$ cat src/rtl/uart_tx.sv
// UART transmitter: idle-high line, start bit, 8 data bits LSB first,
// optional odd/even parity bit, then 1 or 2 stop bits.
//
// Parameters:
//   CLK_FREQ  - system clock frequency in Hz
//   BAUD      - line bit rate in bits/s (CLK_FREQ/BAUD must be >= 2)
//   PARITY    - 0 none, 1 odd, 2 even
//   STOP_BITS - 1 or 2
//
// Ports:
//   clk     - system clock, rising edge
//   rst     - asynchronous active-low reset
//   start   - transmit request, accepted only while idle
//   data_in - byte to send, captured on the accepting edge
//   tx      - serial line output (registered, idle high)
//   busy    - high while a frame is in progress (registered)
//
// A request is accepted on the edge where start=1 and the block is idle.
// From that edge the frame occupies exactly
//   (1 + 8 + P + STOP_BITS) * CLK_PER_BIT cycles, P = (PARITY != 0),
// after which busy drops and a new request can be taken on the next edge.
module uart_tx #(
  parameter int CLK_FREQ  = 100_000_000,
  parameter int BAUD      = 115_200,
  parameter int PARITY    = 0,
  parameter int STOP_BITS = 1
) (
  input  logic       clk,
  input  logic       rst,
  input  logic       start,
  input  logic [7:0] data_in,
  output logic       tx,
  output logic       busy
);

  localparam int CLK_PER_BIT = CLK_FREQ / BAUD;
  // Baud counter only ever needs to hold CLK_PER_BIT-1.
  localparam int CNT_W = (CLK_PER_BIT > 2) ? $clog2(CLK_PER_BIT) : 1;
  localparam logic [CNT_W-1:0] CNT_LAST  = CNT_W'(CLK_PER_BIT - 1);
  localparam logic [2:0]       DATA_LAST = 3'd7;
  localparam logic [2:0]       STOP_LAST = 3'(STOP_BITS - 1);

  typedef enum logic [2:0] {
    ST_IDLE,
    ST_START,
    ST_DATA,
    ST_PARITY,
    ST_STOP
  } state_t;

  state_t           state_q,  state_d;
  logic [CNT_W-1:0] cnt_q,    cnt_d;
  logic [2:0]       bit_q,    bit_d;
  logic [7:0]       shift_q,  shift_d;
  logic             par_q,    par_d;
  logic             tx_q,     tx_d;
  logic             busy_q,   busy_d;

  logic             bit_end;

  assign bit_end = (cnt_q == CNT_LAST);
  assign tx      = tx_q;
  assign busy    = busy_q;

  // State and datapath registers. Reset forces the line high at once,
  // abandoning any frame in flight.
  always_ff @(posedge clk or negedge rst) begin
    if (!rst) begin
      state_q <= ST_IDLE;
      cnt_q   <= '0;
      bit_q   <= '0;
      shift_q <= '0;
      par_q   <= 1'b0;
      tx_q    <= 1'b1;
      busy_q  <= 1'b0;
    end else begin
      state_q <= state_d;
      cnt_q   <= cnt_d;
      bit_q   <= bit_d;
      shift_q <= shift_d;
      par_q   <= par_d;
      tx_q    <= tx_d;
      busy_q  <= busy_d;
    end
  end

  // Next-state and next-output logic. tx_d is the value the line takes
  // from the next edge on, so every bit change is computed one cycle
  // ahead and appears exactly on the edge that ends the previous bit.
  always_comb begin
    state_d = state_q;
    cnt_d   = cnt_q;
    bit_d   = bit_q;
    shift_d = shift_q;
    par_d   = par_q;
    tx_d    = tx_q;
    busy_d  = busy_q;

    // Baud counter free-runs 0..CLK_PER_BIT-1 while a frame is active.
    if (state_q != ST_IDLE) begin
      cnt_d = bit_end ? '0 : cnt_q + CNT_W'(1);
    end

    case (state_q)
      ST_IDLE: begin
        tx_d   = 1'b1;
        busy_d = 1'b0;
        if (start) begin
          shift_d = data_in;
          // Odd mode: bit makes total ones odd, so it is the inverted XOR.
          par_d   = (PARITY == 1) ? ~(^data_in) : (^data_in);
          cnt_d   = '0;
          bit_d   = '0;
          state_d = ST_START;
          tx_d    = 1'b0;
          busy_d  = 1'b1;
        end
      end

      ST_START: begin
        if (bit_end) begin
          state_d = ST_DATA;
          bit_d   = '0;
          tx_d    = shift_q[0];
          shift_d = {1'b0, shift_q[7:1]};
        end
      end

      ST_DATA: begin
        if (bit_end) begin
          if (bit_q == DATA_LAST) begin
            bit_d = '0;
            if (PARITY != 0) begin
              state_d = ST_PARITY;
              tx_d    = par_q;
            end else begin
              state_d = ST_STOP;
              tx_d    = 1'b1;
            end
          end else begin
            bit_d   = bit_q + 3'd1;
            tx_d    = shift_q[0];
            shift_d = {1'b0, shift_q[7:1]};
          end
        end
      end

      ST_PARITY: begin
        if (bit_end) begin
          state_d = ST_STOP;
          bit_d   = '0;
          tx_d    = 1'b1;
        end
      end

      ST_STOP: begin
        // bit_q counts stop bits here; the line is already high.
        if (bit_end) begin
          if (bit_q == STOP_LAST) begin
            state_d = ST_IDLE;
            bit_d   = '0;
            tx_d    = 1'b1;
            busy_d  = 1'b0;
          end else begin
            bit_d = bit_q + 3'd1;
          end
        end
      end

      default: begin
        state_d = ST_IDLE;
        cnt_d   = '0;
        bit_d   = '0;
        tx_d    = 1'b1;
        busy_d  = 1'b0;
      end
    endcase
  end

endmodule

$ cat config.mk
export PLATFORM = sky130hd
export DESIGN_NAME = uart_tx
export DESIGN_NICKNAME = d
export VERILOG_FILES = /design/src/rtl/uart_tx.sv
export SDC_FILE = /design/constraint.sdc
export NUM_CORES = 1
export LEC_CHECK = 0
export ABC_AREA = 1
export BUFFER_PORTS_ARGS = -buffer_cell sky130_fd_sc_hd__buf_2
export CAP_MARGIN = 10
export CELL_PAD_IN_SITES_DETAIL_PLACEMENT = 0
export CELL_PAD_IN_SITES_GLOBAL_PLACEMENT = 1
export CORE_UTILIZATION = 42
export CTS_BUF_LIST = sky130_fd_sc_hd__clkbuf_8 sky130_fd_sc_hd__clkbuf_16
export CTS_CLUSTER_SIZE = 10
export DETAILED_ROUTE_END_ITERATION = 6
export PLACE_DENSITY = 0.85
export REMOVE_ABC_BUFFERS = 1
export SYNTH_ARGS = -nofsm -noshare
export SYNTH_HDL_FRONTEND = slang
export SYNTH_SLANG_ARGS = --single-unit
$ cat constraint.sdc
create_clock -name clk -period 2 [get_ports clk]
set_clock_uncertainty 0.15 [all_clocks]
set_input_delay 0.2 -clock clk [delete_from_list [all_inputs] [get_ports clk]]
set_output_delay 0.2 -clock clk [all_outputs]
set_load 0.02 [all_outputs]
# [After elaboration in Yosys (flattened, before gate mapping)]
# Cells that the tools add are included.
[word_totals] inputBits=11 reg_bits=26 output_inout_bits=2 word_cells=72
[classes] n_addsub=2 muxes=36 n_reduce_logical=12 n_eq_ne=15 n_bitwise=1
[op_table] cell="$mux W3" n=13
[op_table] cell="$mux W8" n=4
[op_table] cell="$mux W10" n=3
[op_table] cell="$pmux W8 S3" n=1
[op_table] cell="$pmux W10 S2" n=1
[op_table] cell="$ne A2 B2 Y1 const B" n=8
[op_table] cell="$pmux W3 S5" n=1
[op_table] cell="$pmux W3 S4" n=1
[op_table] cell="$add A10 B1 Y10 const B" n=1
[op_table] cell="$eq A10 B10 Y1 const B" n=1
[op_table] cell="$mux W1" n=10
[op_table] cell="$reduce_and A5 Y1" n=2
[op_table] cell="$reduce_and A7 Y1" n=1
[op_table] cell="$eq A3 B2 Y1 const B" n=2
[op_table] cell="$eq A3 B3 Y1 const B" n=2
[op_table] cell="$logic_not A3 Y1" n=2
[op_table] cell="$reduce_bool A3 Y1" n=2
[op_table] cell="$pmux W1 S5" n=1
[op_table] cell="$reduce_and A4 Y1" n=1
[op_table] cell="$reduce_or A4 Y1" n=1
[op_table] cell="$add A3 B1 Y3 const B" n=1
[op_table] cell="$eq A3 B1 Y1 const B" n=1
[op_table] cell="$pmux W1 S3" n=1
[op_table] cell="$reduce_and A3 Y1" n=1
[op_table] cell="4 further kinds" n=4

# [Longest topological paths before layout]
# Gate-level depths: netlist of the first run.
[logic_depth] depth_word=5 ltp_mapped=9 depth_no_buf=9

# [Worst setup path before layout of the first run]
# Ideal clock, no wire load.
[synth_path] kind="register to register" from="reg bit_q[0]" to="reg shift_q[0]" required_time_ns=1.733 path_stages_with_launch=9 arrival_ns=1.267 setup_time_ns=0.117 period_less_slack_ns=1.534 path_buffers=0 path_slack_ns=0.466 path_cell_list="dfrtp_1 > ha_1 > ha_1 > nor2_1 > nor2_1 > nor2_4 > nand2_4 > nand2_1 > nand2_1"
[synth_between] elab_chain_len=3
[synth_rtl] item="from (decl)" line_no="53" text="logic [2:0] bit_q, bit_d;"
[synth_rtl] item="from (signal assigned)" line_no="79" text="bit_q <= bit_d;"
[synth_rtl] item="$eq A3 B3 Y1" line_no="131" text="if (bit_q == DATA_LAST) begin"
[synth_rtl] item="$ne A2 B2 Y1 (no source line)"
[synth_rtl] item="$reduce_and A5 Y1 (no source line)"
[synth_rtl] item="to (signal assigned)" line_no="80" text="shift_q <= shift_d;"
[synth_rtl] item="to (decl)" line_no="54" text="logic [7:0] shift_q, shift_d;"
# Every way passes these cells.
# A chain may end at the register's enable or synchronous reset.

# [Worst setup path after layout of the first run]
[layout_path] from="reg bit_q[0]" to="reg shift_q[4]"
# Same word-level chain as after synthesis.

==> results of run 1 <==
worst register-to-register path: cells and delay by family (launching register included):
kind | cells | cell delay (ps)
flip-flops | 1 | 410
adder cells (fa/ha/maj) | 2 | 410
AND/OR/NAND/NOR | 6 | 640
state kept, by name, indices dropped and copies added, names as in the netlist:
name,count
busy,1
shift_q,8
bit_q,3
cnt_q,10
tx,1
state_q,3
synth_stat cells:
cell,number,area share (%)
nor2_2,2,0.82
a31o_2,1,0.58
o21ai_0,3,0.99
o21ai_1,1,0.33
nor2_4,2,1.5
inv_1,19,4.7
dfrtp_1,25,41
nand3_2,1,0.66
nand3b_1,1,0.49
nand3_1,13,4.3
ha_1,4,3.3
a21oi_1,4,1.3
nor2_1,28,6.9
nand2_4,4,3.0
nand4_1,5,2.1
nand2_2,2,0.82
dfstp_2,1,1.7
xor2_1,2,1.2
inv_2,3,0.74
nand2_1,90,22
nand4_2,1,0.82
o31ai_1,1,0.49
how the worst min path moves through the flow:
| stage | from | end | slack, ps | depth (start not counted) |
|---|---|---|---|---|
| CTS | data_in[7] | shift_q[7] | 10 | 3 |
| global route | data_in[7] | shift_q[7] | 40 | 3 |
| finish | data_in[7] | shift_q[7] | 10 | 3 |
| floorplan | rst | bit_q[0] | -250 | 0 |
| global placement | rst | bit_q[2] | 100 | 1 |
| detailed placement | rst | bit_q[2] | 90 | 1 |
metal layers:
layer,vias up,GRT usage [%]
met5,-,0
met4,0,6.10
met3,4,2.57
met2,17,25.0
met1,585,26.0
li1,700,-
power groups by stage:
stage	Clock (mW)	Combinational, mW	Sequential (mW)
2_1_floorplan	0	0.0000760	0.536
3_3_place_gp	0	0.0212	0.536
3_5_place_dp	0	0.0212	0.536
4_1_cts	0.354	0.0227	0.525
5_1_grt	0.380	0.0251	0.525
6_report	0.339	0.0215	0.525
logic make-up (layout without fill, tap and decap cells):
logic type	count (synthesis)	count (layout)	synth area share, %
adder cells (fa/ha/maj)	4	4	3.29
AO/OA/AOI/OAI	10	10	3.70
XOR/XNOR	2	2	1.15
flip-flops	26	26	42.9
AND/OR/NAND/NOR	149	149	43.5
buffers and inverters	22	39	5.43
per-stage QoR:
stage               cells  cell area [µm²]  setup slack (ps)
global placement      271             1640               305
detailed placement    271             1640               280
CTS                   276             1700               270
finish                276             1700               277
global route          276             1700               139
floorplan             213             1520               466
cell type report:
| cell class | count | area (µm²) | share of cell area (%) |
|---|---|---|---|
| clock buffer | 4 | 55.1 | 3.23 |
| tap | 46 | 57.6 | 3.38 |
| sequential | 26 | 652 | 38.3 |
| multi-input combinational | 165 | 786 | 46.1 |
| timing repair buffer | 13 | 70.1 | 4.11 |
| inverter | 22 | 82.6 | 4.85 |
==> summary.txt, run 1 <==
Synth
  • Seq/Total Area, Yosys: a little over two fifths
  • Synth Cell Area: between 1500 and 2000 µm²
  • Seq cells post-synth: 26
  • Post-synthesis cell count: 213
  • Mean Syn Cell Area: 7.14 µm²
  • Netlist cell types: 22
  • Synthesis warning total: 0

Critical path
  • Buf/Inv on CP: 0
  • Worst-case reg-to-reg path depth: 8
  • Critical Path, Cell by Cell: ha_1 > ha_1 > nor2_1 > nor2_1 > nor2_4 > nand2_4 > nand2_1 > nand2_1
  • Crit. Startpoint: bit_q[0]
  • Startpoint class of the critical path: flop
  • Crit path kind: reg2reg
  • Crit-path leading delay family: simple AND/OR/NAND/NOR gates
  • R2R Setup Slk: 280 ps
  • Critical Path Sink: shift_q[4]
  • CP Depth: 8
  • CP max stage delay: about 400 ps
  • Critical Path Sink Type: flop
  • Maximum fanout along the worst path: 9
  • Arrival time worst endpoint: about 1700 ps
  • Origin of the critical flop-to-flop path: bit_q[0]
  • Worst path slowest cell: dfrtp_1
  • FF-to-FF End: shift_q[4]
  • CP required: ~2000 ps

Placement
  • Port Buffer Count: 12
  • Routability cong.: 0.771
  • HPWL after detailed placement: between 2000 and 2500 µm

Timing
  • Max Freq: 581 MHz
  • Relative slew margins: 60.5%
  • Tcrit/Tclk final: between 80% and 90%
  • Setup TNS: 0 ps
  • Hold slack: 13.7 ps
  • Period minus WS final: roughly 1700 ps
  • Final setup vio count: 0
  • Worst Tran Pin Value: approximately 600 ps
  • Final Max Slew Viols: 0
  • Final Hold Viols: 0
  • RSZ-0062 raised after global routing: no

Clocking
  • Post-CTS Resized: 0
  • Root Buffer: clkbuf_8
  • CTS Buf Count: 3
  • Setup bufs post-CTS: 0
  • Maximum clock path buffer count: 2
  • CTS Hold Bufs: 1
  • CTS tree: done
  • Worst skew pair latency: approximately 270 ps
  • Htree depth: 1
  • Clk sinks: 26
  • Reg clk slew, reported paths: 90 ps

Die
  • Core area: 3390 µm²
  • Die extent in y: just over 60 µm
  • Starting Density: 44.9%
  • Die width: 62.2 µm
  • Die area: between 3000 and 4000 µm²
  • Site Rows: 21
  • I/O pin cnt: 13

Power
  • VDD IR-drop max: 0.000254 V
  • Power density over the cells: around 520 nW/µm²
  • Power Total: slightly below 900 µW
  • Power share of the clock group: 38.2%
  • Lkg Pwr: 0.971 nW
  • Part of the power in registers: roughly 59%
  • P_sw: ~180 µW
  • Internal power: 709 µW
  • Comb pwr share: 2.4%
  • Sw Ratio: approximately a fifth

Finish
  • Share of post-route cells with drive strength above 1: approximately 14%
  • Filler Cell Count: 330
  • Core Util, Final: 50.2%
  • Inserted Diodes: 0
  • Commonest non-fill, non-tap cells in the layout: 90 x nand2_1, 28 x nor2_1, 25 x dfrtp_1
  • Synth-to-Final Area Change: 12.0%
  • Nets: roughly 250
  • Most common cell after layout, fill and taps aside: nand2_1

Detailed routing
  • Met3 wirelength from detailed routing: roughly 66 µm
  • DRT Pass-1 Iters: 4
  • Post-Route WL: roughly 3000 µm
  • Top Layer Used: met4
  • ANT nets after route: 0
  • Drt drc: 0
  • Initial DRC Count: between 90 and 100
  • Via count: ~1300
  • Met2 wire length: between 1000 and 1500 µm
  • Met1 WL: about 1600 µm
  • WL/cell: between 10 and 15 µm
  • Via density: 4.73

Outcome
  • Outcome: finished, final reports clean

GRT
  • Largest net degree at the start of global routing: 27
  • Initial antenna violation count: 0
  • Total gr overflow: 0
  • Tot GR Track Use: 17.3%
  • Vias in the first global route: 1198
  • First-pass GRT wire length: about 5400 µm

Worst hold path
  • Min-Delay Path Class: in2reg

Flow run
  • Maxcap violations: 0
Power figures use the tool's default switching activity.
==> inputs of run 2 (changes only) <==
--- a/config.mk
+++ b/config.mk
@@ -5,16 +5,15 @@
 export SDC_FILE = /design/constraint.sdc
 export NUM_CORES = 1
 export LEC_CHECK = 0
-export ABC_AREA = 1
 export BUFFER_PORTS_ARGS = -buffer_cell sky130_fd_sc_hd__buf_2
 export CAP_MARGIN = 10
 export CELL_PAD_IN_SITES_DETAIL_PLACEMENT = 0
 export CELL_PAD_IN_SITES_GLOBAL_PLACEMENT = 1
-export CORE_UTILIZATION = 42
+export CORE_UTILIZATION = 45
 export CTS_BUF_LIST = sky130_fd_sc_hd__clkbuf_8 sky130_fd_sc_hd__clkbuf_16
 export CTS_CLUSTER_SIZE = 10
 export DETAILED_ROUTE_END_ITERATION = 6
-export PLACE_DENSITY = 0.85
+export PLACE_DENSITY = 0.84
 export REMOVE_ABC_BUFFERS = 1
 export SYNTH_ARGS = -nofsm -noshare
 export SYNTH_HDL_FRONTEND = slang
==> summary.txt, run 2 <==
Outcome
  • Outcome: finished with violations (was finished, final reports clean)
  • Failing checks: setup timing

Timing
  • Setup TNS: -742 ps (was 0 ps)
  • Tcrit/Tclk final: 105% (was 86.1%)
  • Period minus WS final: 2100 ps (was 1720 ps)
  • Final Max Slew Viols: 0 (unchanged)
  • Final setup vio count: 8 (was 0)
  • Final Hold Viols: 0 (unchanged)
  • RSZ-0062 raised after global routing: yes (was no)
  • Worst Tran Pin Value: 572 ps (was 593 ps)
  • Setup ws final: -99.8 ps (was 277 ps)
  • Relative slew margins: 61.9% (was 60.5%)
  • Max Freq: 476 MHz (was 581 MHz)

GRT
  • Initial antenna violation count: 0 (unchanged)
  • First-pass GRT wire length: 5190 µm (was 5350 µm)
  • Largest net degree at the start of global routing: 27 (unchanged)
  • Tot GR Track Use: 20.3% (was 17.3%)
  • Total gr overflow: 0 (unchanged)
  • Vias in the first global route: 1117 (was 1198)

Clocking
  • Reg clk slew, reported paths: 90 ps (about the same)
  • CTS Buf Count: 3 (unchanged)
  • Clk sinks: 26 (unchanged)
  • Worst skew pair latency: 280 ps (was 270 ps)
  • CTS tree: done (unchanged)
  • Htree depth: 1 (unchanged)
  • Maximum clock path buffer count: 2 (unchanged)
  • Root Buffer: clkbuf_8 (unchanged)

Detailed routing
  • Post-Route WL: 3030 µm (about the same)
  • Via density: 5.32 (was 4.73)
  • Initial DRC Count: 88 (was 97)
  • Via count: 1155 (was 1306)
  • WL/cell: 14.0 µm (was 11.0 µm)
  • DRT Pass-1 Iters: 4 (unchanged)
  • Drt drc: 0 (unchanged)
  • ANT nets after route: 0 (unchanged)

Power
  • Power density over the cells: 978 nW/µm² (was 520 nW/µm²)
  • Lkg Pwr: 0.827 nW (was 0.971 nW)
  • VDD IR-drop max: 0.000403 V (was 0.000254 V)

Synth
  • Async SR Flop Fraction: 100% (unchanged)
  • Synth Cell Area: 1480 µm² (was 1520 µm²)
  • Seq/Total Area, Yosys: 44.2% (was 42.9%)
  • Mean Syn Cell Area: 10.5 µm² (was 7.14 µm²)
  • Netlist cell types: 41 (was 22)
  • Synth cell count leaders: 25 x dfrtp_1, 15 x mux2_2, 12 x nor2_1, 7 x nand2_1, 7 x o21ai_0 (was 90 x nand2_1, 28 x nor2_1, 25 x dfrtp_1, 19 x inv_1, 13 x nand3_1)
  • Largest cells by area after synthesis: dfrtp_1 42%, mux2_2 11%, xnor2_1 3.6%, ha_1 3.4%, nor2_1 3.1% (was dfrtp_1 41%, nand2_1 22%, nor2_1 6.9%, inv_1 4.7%, nand3_1 4.3%)
  • Ys flop type: dfrtp_1 (unchanged)
  • Yosys top cell area share: 42.4% (was 41.2%)
  • Most common cell in the synthesized netlist: dfrtp_1 (was nand2_1)
  • Post-synthesis cell count: 140 (was 213)
  • Seq cells post-synth: 26 (unchanged)
  • Number of synthesized flops with an enable pin: 0 (unchanged)
  • Synthesis warning total: 0 (unchanged)
  • Yosys top cell by area: dfrtp_1 (unchanged)

Finish
  • Synth-to-Final Area Change: 26.4% (was 12.0%)
  • Nets: 189 (was 246)
  • Max FFs per register: 10 (unchanged)
  • Share of post-route cells with drive strength above 1: 37.0% (was 14.3%)
  • Most common cell after layout, fill and taps aside: dfrtp_1 (was nand2_1)
  • Commonest non-fill, non-tap cells in the layout: 25 x dfrtp_1, 19 x buf_4, 12 x nor2_1, 12 x buf_2, 9 x mux2_4 (was 90 x nand2_1, 28 x nor2_1, 25 x dfrtp_1)
  • Largest register by flop count: cnt_q (unchanged)
  • Finished Cell Area: 1870 µm² (was 1700 µm²)
  • Filler Cell Count: 270 (was 330)
  • Inserted Diodes: 0 (unchanged)
  • Largest regs: cnt_q: 10 flops, shift_q: 8 flops (unchanged)

Die
  • Core area: 3080 µm² (was 3390 µm²)
  • I/O pin cnt: 13 (unchanged)
  • Die width: 59.3 µm (was 62.2 µm)
  • Starting Density: 48.0% (was 44.9%)
  • Site Rows: 20 (was 21)
  • Die extent in y: 59.3 µm (was 62.2 µm)
  • Die area: 3510 µm² (was 3860 µm²)

Critical path
  • CP max stage delay: 400 ps (was 410 ps)
  • Startpoint class of the critical path: flop (unchanged)
  • Buf/Inv on CP: 1 (was 0)
  • Critical Path Sink Type: flop (unchanged)
  • Crit-path leading delay family: simple AND/OR/NAND/NOR gates (unchanged)
  • Critical Path, Cell by Cell: ha_2 > ha_4 > o21ai_1 > or3b_4 > a21oi_4 > buf_12 > mux2_4 (was ha_1 > ha_1 > nor2_1 > nor2_1 > nor2_4 > nand2_4 > nand2_1 > nand2_1)
  • Arrival time worst endpoint: 2120 ps (was 1740 ps)
  • CP required: 2020 ps (about the same)
  • Crit path kind: reg2reg (unchanged)
  • Maximum fanout along the worst path: 8 (was 9)
  • Worst path slowest cell: or3b_4 (was dfrtp_1)

Placement
  • Placed Area: 1670 µm² (was 1640 µm²)
  • Routability cong.: 0.849 (was 0.771)
  • Port Buffer Count: 12 (unchanged)
  • Placement Setup Slack: -194 ps (was 280 ps)
  • HPWL after detailed placement: 2130 µm (was 2270 µm)

Flow run
  • Maxcap violations: 0 (unchanged)

Worst hold path
  • Min-Delay Path Class: in2reg (unchanged)
run 2: per-stage QoR:
step	cells	hold slack [ps]	util (%)	power, mW
after global placement	206	70.1	54.3	1.28
after CTS	215	37.4	59.7	1.82
after detailed placement	206	80.0	54.3	1.31
after global routing	217	82.9	60.6	1.94
after floorplan	135	-246	-	1.12
final	217	67.5	60.6	1.82
run 2: power by group:
group          internal, mW  leakage, nW  switching (mW)
Clock                 0.268       0.0357           0.171
Sequential            0.678        0.331           0.100
Combinational         0.346        0.460           0.261
Total                  1.29        0.827           0.532
run 2: repair_timing:
action | 4_1_cts | 5_1_grt
hold endpoints to repair | 25 | 0
gates resized for setup | 11 | 4
pin swaps | 1 | 1
endpoints found under the setup margin | 7 | 12
setup buffers | 4 | 2
hold buffers | 1 | 0
run 2: cell families after synthesis:
family	Yosys count	synth area share, %
buf+inv	9	3.14
fa+ha+maj	4	3.39
simple gates	49	18.1
mux	18	14.2
flops	26	44.2
compound gates	26	12.4
xor+xnor	8	4.75
run 2: path summary, 6_finish.rpt:
kind | cells past startpoint | from | slack, ps | end
setup / recovery | 7 | bit_q[0] | -100 | shift_q[5]
hold / removal | 3 | data_in[7] | 70 | shift_q[7]
setup reg to reg | 7 | bit_q[0] | -100 | shift_q[5]
hold reg to reg | 1 | tx | 360 | tx
max in group asynchronous | 2 | rst | 1020 | tx
min in group asynchronous | 2 | rst | 290 | shift_q[6]
run 2: per-layer routing:
layer  up-vias  GRT usage, %  part of all wire, %
li1        573             -                    -
met1       544          27.6                   46
met2        32          31.9                   48
met3         6          1.97                  4.5
met4         0          10.2                  1.9
met5         -             0                    0
run 2: final cells by class:
cell class	instances	area (µm²)	share of cell area [%]
Multi-Input combinational cell	105	828	44.4
Tap cell	44	55.1	2.95
Sequential cell	26	652	34.9
Clock buffer	3	41.3	2.21
Inverter	4	15.0	0.805
Clock inverter	1	30.0	1.61
Timing Repair Buffer	34	244	13.1
run 2: tightest hold or removal path, delay by kind of cell:
family          cells  cell delay, ps
buf+inv             1              90
compound gates      2             170
==> inputs of run 3 (changes only) <==
--- a/config.mk
+++ b/config.mk
@@ -13,8 +13,10 @@
 export CTS_BUF_LIST = sky130_fd_sc_hd__clkbuf_8 sky130_fd_sc_hd__clkbuf_16
 export CTS_CLUSTER_SIZE = 10
 export DETAILED_ROUTE_END_ITERATION = 6
+export MAX_ROUTING_LAYER = met4
 export PLACE_DENSITY = 0.84
 export REMOVE_ABC_BUFFERS = 1
+export SETUP_SLACK_MARGIN = 0.15
 export SYNTH_ARGS = -nofsm -noshare
 export SYNTH_HDL_FRONTEND = slang
 export SYNTH_SLANG_ARGS = --single-unit
==> summary.txt, run 3 (synthesis gave the netlist of run 2 again) <==
Outcome
  • Outcome: finished with violations (unchanged)
  • Failing checks: setup timing (unchanged)

Critical path
  • Worst-case reg-to-reg path depth: 7 (unchanged)
  • Origin of the critical flop-to-flop path: bit_q[0] (unchanged)
  • FF-to-FF End: shift_q[2] (was shift_q[5])
  • Startpoint class of the critical path: flop (unchanged)
  • Maximum fanout along the worst path: 8 (unchanged)
  • Arrival time worst endpoint: 2140 ps (was 2120 ps)
  • Critical Path Sink: shift_q[2] (was shift_q[5])
  • Crit path kind: reg2reg (unchanged)
  • Critical Path Sink Type: flop (unchanged)
  • Crit. Startpoint: bit_q[0] (unchanged)
  • CP required: 2020 ps (about the same)
  • R2R Setup Slk: -120 ps (was -100 ps)

Timing
  • Worst Tran Pin Value: 583 ps (was 572 ps)
  • RSZ-0062 raised after global routing: yes (unchanged)
  • Final setup vio count: 8 (unchanged)
  • Final Max Slew Viols: 0 (unchanged)
  • Final Hold Viols: 0 (unchanged)
  • Max Freq: 473 MHz (was 476 MHz)
  • Hold slack: 65.3 ps (was 67.5 ps)
  • Setup ws final: -116 ps (was -99.8 ps)
  • Period minus WS final: 2120 ps (was 2100 ps)
  • Relative slew margins: 61.1% (was 61.9%)
  • Tcrit/Tclk final: 106% (was 105%)

Flow run
  • Maxcap violations: 0 (unchanged)

Die
  • Die extent in y: 59.3 µm (unchanged)
  • Die area: 3510 µm² (unchanged)
  • Starting Density: 48.0% (unchanged)
  • Site Rows: 20 (unchanged)
  • I/O pin cnt: 13 (unchanged)
  • Die width: 59.3 µm (unchanged)
  • Core area: 3080 µm² (unchanged)

Detailed routing
  • Via density: 5.47 (was 5.32)
  • ANT nets after route: 0 (unchanged)
  • Drt drc: 0 (unchanged)
  • Post-Route WL: 3400 µm (was 3030 µm)
  • Initial DRC Count: 54 (was 88)
  • DRT Pass-1 Iters: 4 (unchanged)
  • Via count: 1198 (was 1155)
  • WL/cell: 15.5 µm (was 14.0 µm)

Placement
  • Routability cong.: 0.862 (was 0.849)
  • HPWL after detailed placement: 2130 µm (unchanged)
  • Port Buffer Count: 12 (unchanged)
  • Placement Setup Slack: -194 ps (unchanged)

GRT
  • Largest net degree at the start of global routing: 27 (unchanged)
  • Vias in the first global route: 1145 (was 1117)
  • Initial antenna violation count: 0 (unchanged)
  • Tot GR Track Use: 21.5% (was 20.3%)
  • First-pass GRT wire length: 5310 µm (was 5190 µm)
  • Total gr overflow: 0 (unchanged)

Clocking
  • Worst skew pair latency: 280 ps (about the same)
  • CTS tree: done (unchanged)
  • Reg clk slew, reported paths: 90 ps (about the same)
  • Root Buffer: clkbuf_8 (unchanged)
  • CTS Buf Count: 3 (unchanged)
  • Htree depth: 1 (unchanged)
  • Maximum clock path buffer count: 2 (unchanged)
  • Clk sinks: 26 (unchanged)

Finish
  • Most common cell after layout, fill and taps aside: dfrtp_1 (unchanged)
  • Nets: 191 (was 189)
  • Synth-to-Final Area Change: 35.6% (was 26.4%)
  • Filler Cell Count: 257 (was 270)
  • Core Util, Final: 65.0% (was 60.6%)
  • Share of post-route cells with drive strength above 1: 47.4% (was 37.0%)
  • Largest regs: cnt_q: 10 flops, shift_q: 8 flops (unchanged)
  • Largest register by flop count: cnt_q (unchanged)
  • Max FFs per register: 10 (unchanged)
  • Inserted Diodes: 0 (unchanged)
  • Commonest non-fill, non-tap cells in the layout: 22 x dfrtp_1, 19 x buf_4, 12 x buf_2 (was 25 x dfrtp_1, 19 x buf_4, 12 x nor2_1, 12 x buf_2, 9 x mux2_4)

Power
  • VDD IR-drop max: 0.000431 V (was 0.000403 V)
  • Power density over the cells: 960 nW/µm² (was 978 nW/µm²)
  • Lkg Pwr: 0.836 nW (was 0.827 nW)
  • Power Total: 1.92 mW (was 1.82 mW)

Worst hold path
  • Min-Delay Path Class: in2reg (unchanged)
==> run 3: metrics by stage <==
step	area, µm²	instances	TNS, ps
finish	2000	219	-855
global route	2000	219	-1110
CTS	1900	218	-606
detailed placement	1670	206	-1290
global placement	1670	206	-1220
floorplan	1450	135	-1160
==> run 3: final cells by class <==
class,instances,area [µm²],share of cell area [%]
multi-input cells,105,930,46.4
flip-flops and latches,26,656,32.8
repair buffers,36,275,13.8
well taps,44,55.1,2.75
clock buffers,3,41.3,2.06
clock inverters,1,30.0,1.50
inverters,4,15.0,0.750
==> run 3: worst min-delay path by stage <==
stage	to	start	slack, ps	cells after the start
2_1_floorplan	bit_q[0]	rst	-250	0
3_3_place_gp	shift_q[5]	rst	70	1
3_5_place_dp	shift_q[5]	rst	80	1
4_1_cts	shift_q[7]	data_in[7]	40	3
5_1_grt	state_q[0]	start	80	3
6_report	shift_q[7]	data_in[7]	70	3
==> run 3: layer usage <==
layer  global-route usage (%)  share of wire (%)
met2                     34.2                 51
met5                        -                  0
met3                     1.97                1.8
met1                     27.7                 45
met4                     10.2                1.8
==> run 3: repair_timing <==
item	in CTS	in global routing
pin swaps	4	8
endpoints found under the hold margin	25	0
gates resized for setup	21	25
endpoints found under the setup margin	13	23
buffers inserted	7	1
hold buffers	1	0
==> run 3: worst max-delay path: stages, from the launching register on <==
cell	delay, ps
dfrtp_1	400
ha_2	200
ha_4	150
o21ai_1	90
or3b_4	410
a21oi_4	150
buf_12	150
mux2_4	300
==> run 3: report_power, final <==
| group | internal, mW | switching [mW] |
|---|---|---|
| logic | 0.382 | 0.321 |
| registers | 0.678 | 0.103 |
| clock network | 0.268 | 0.170 |
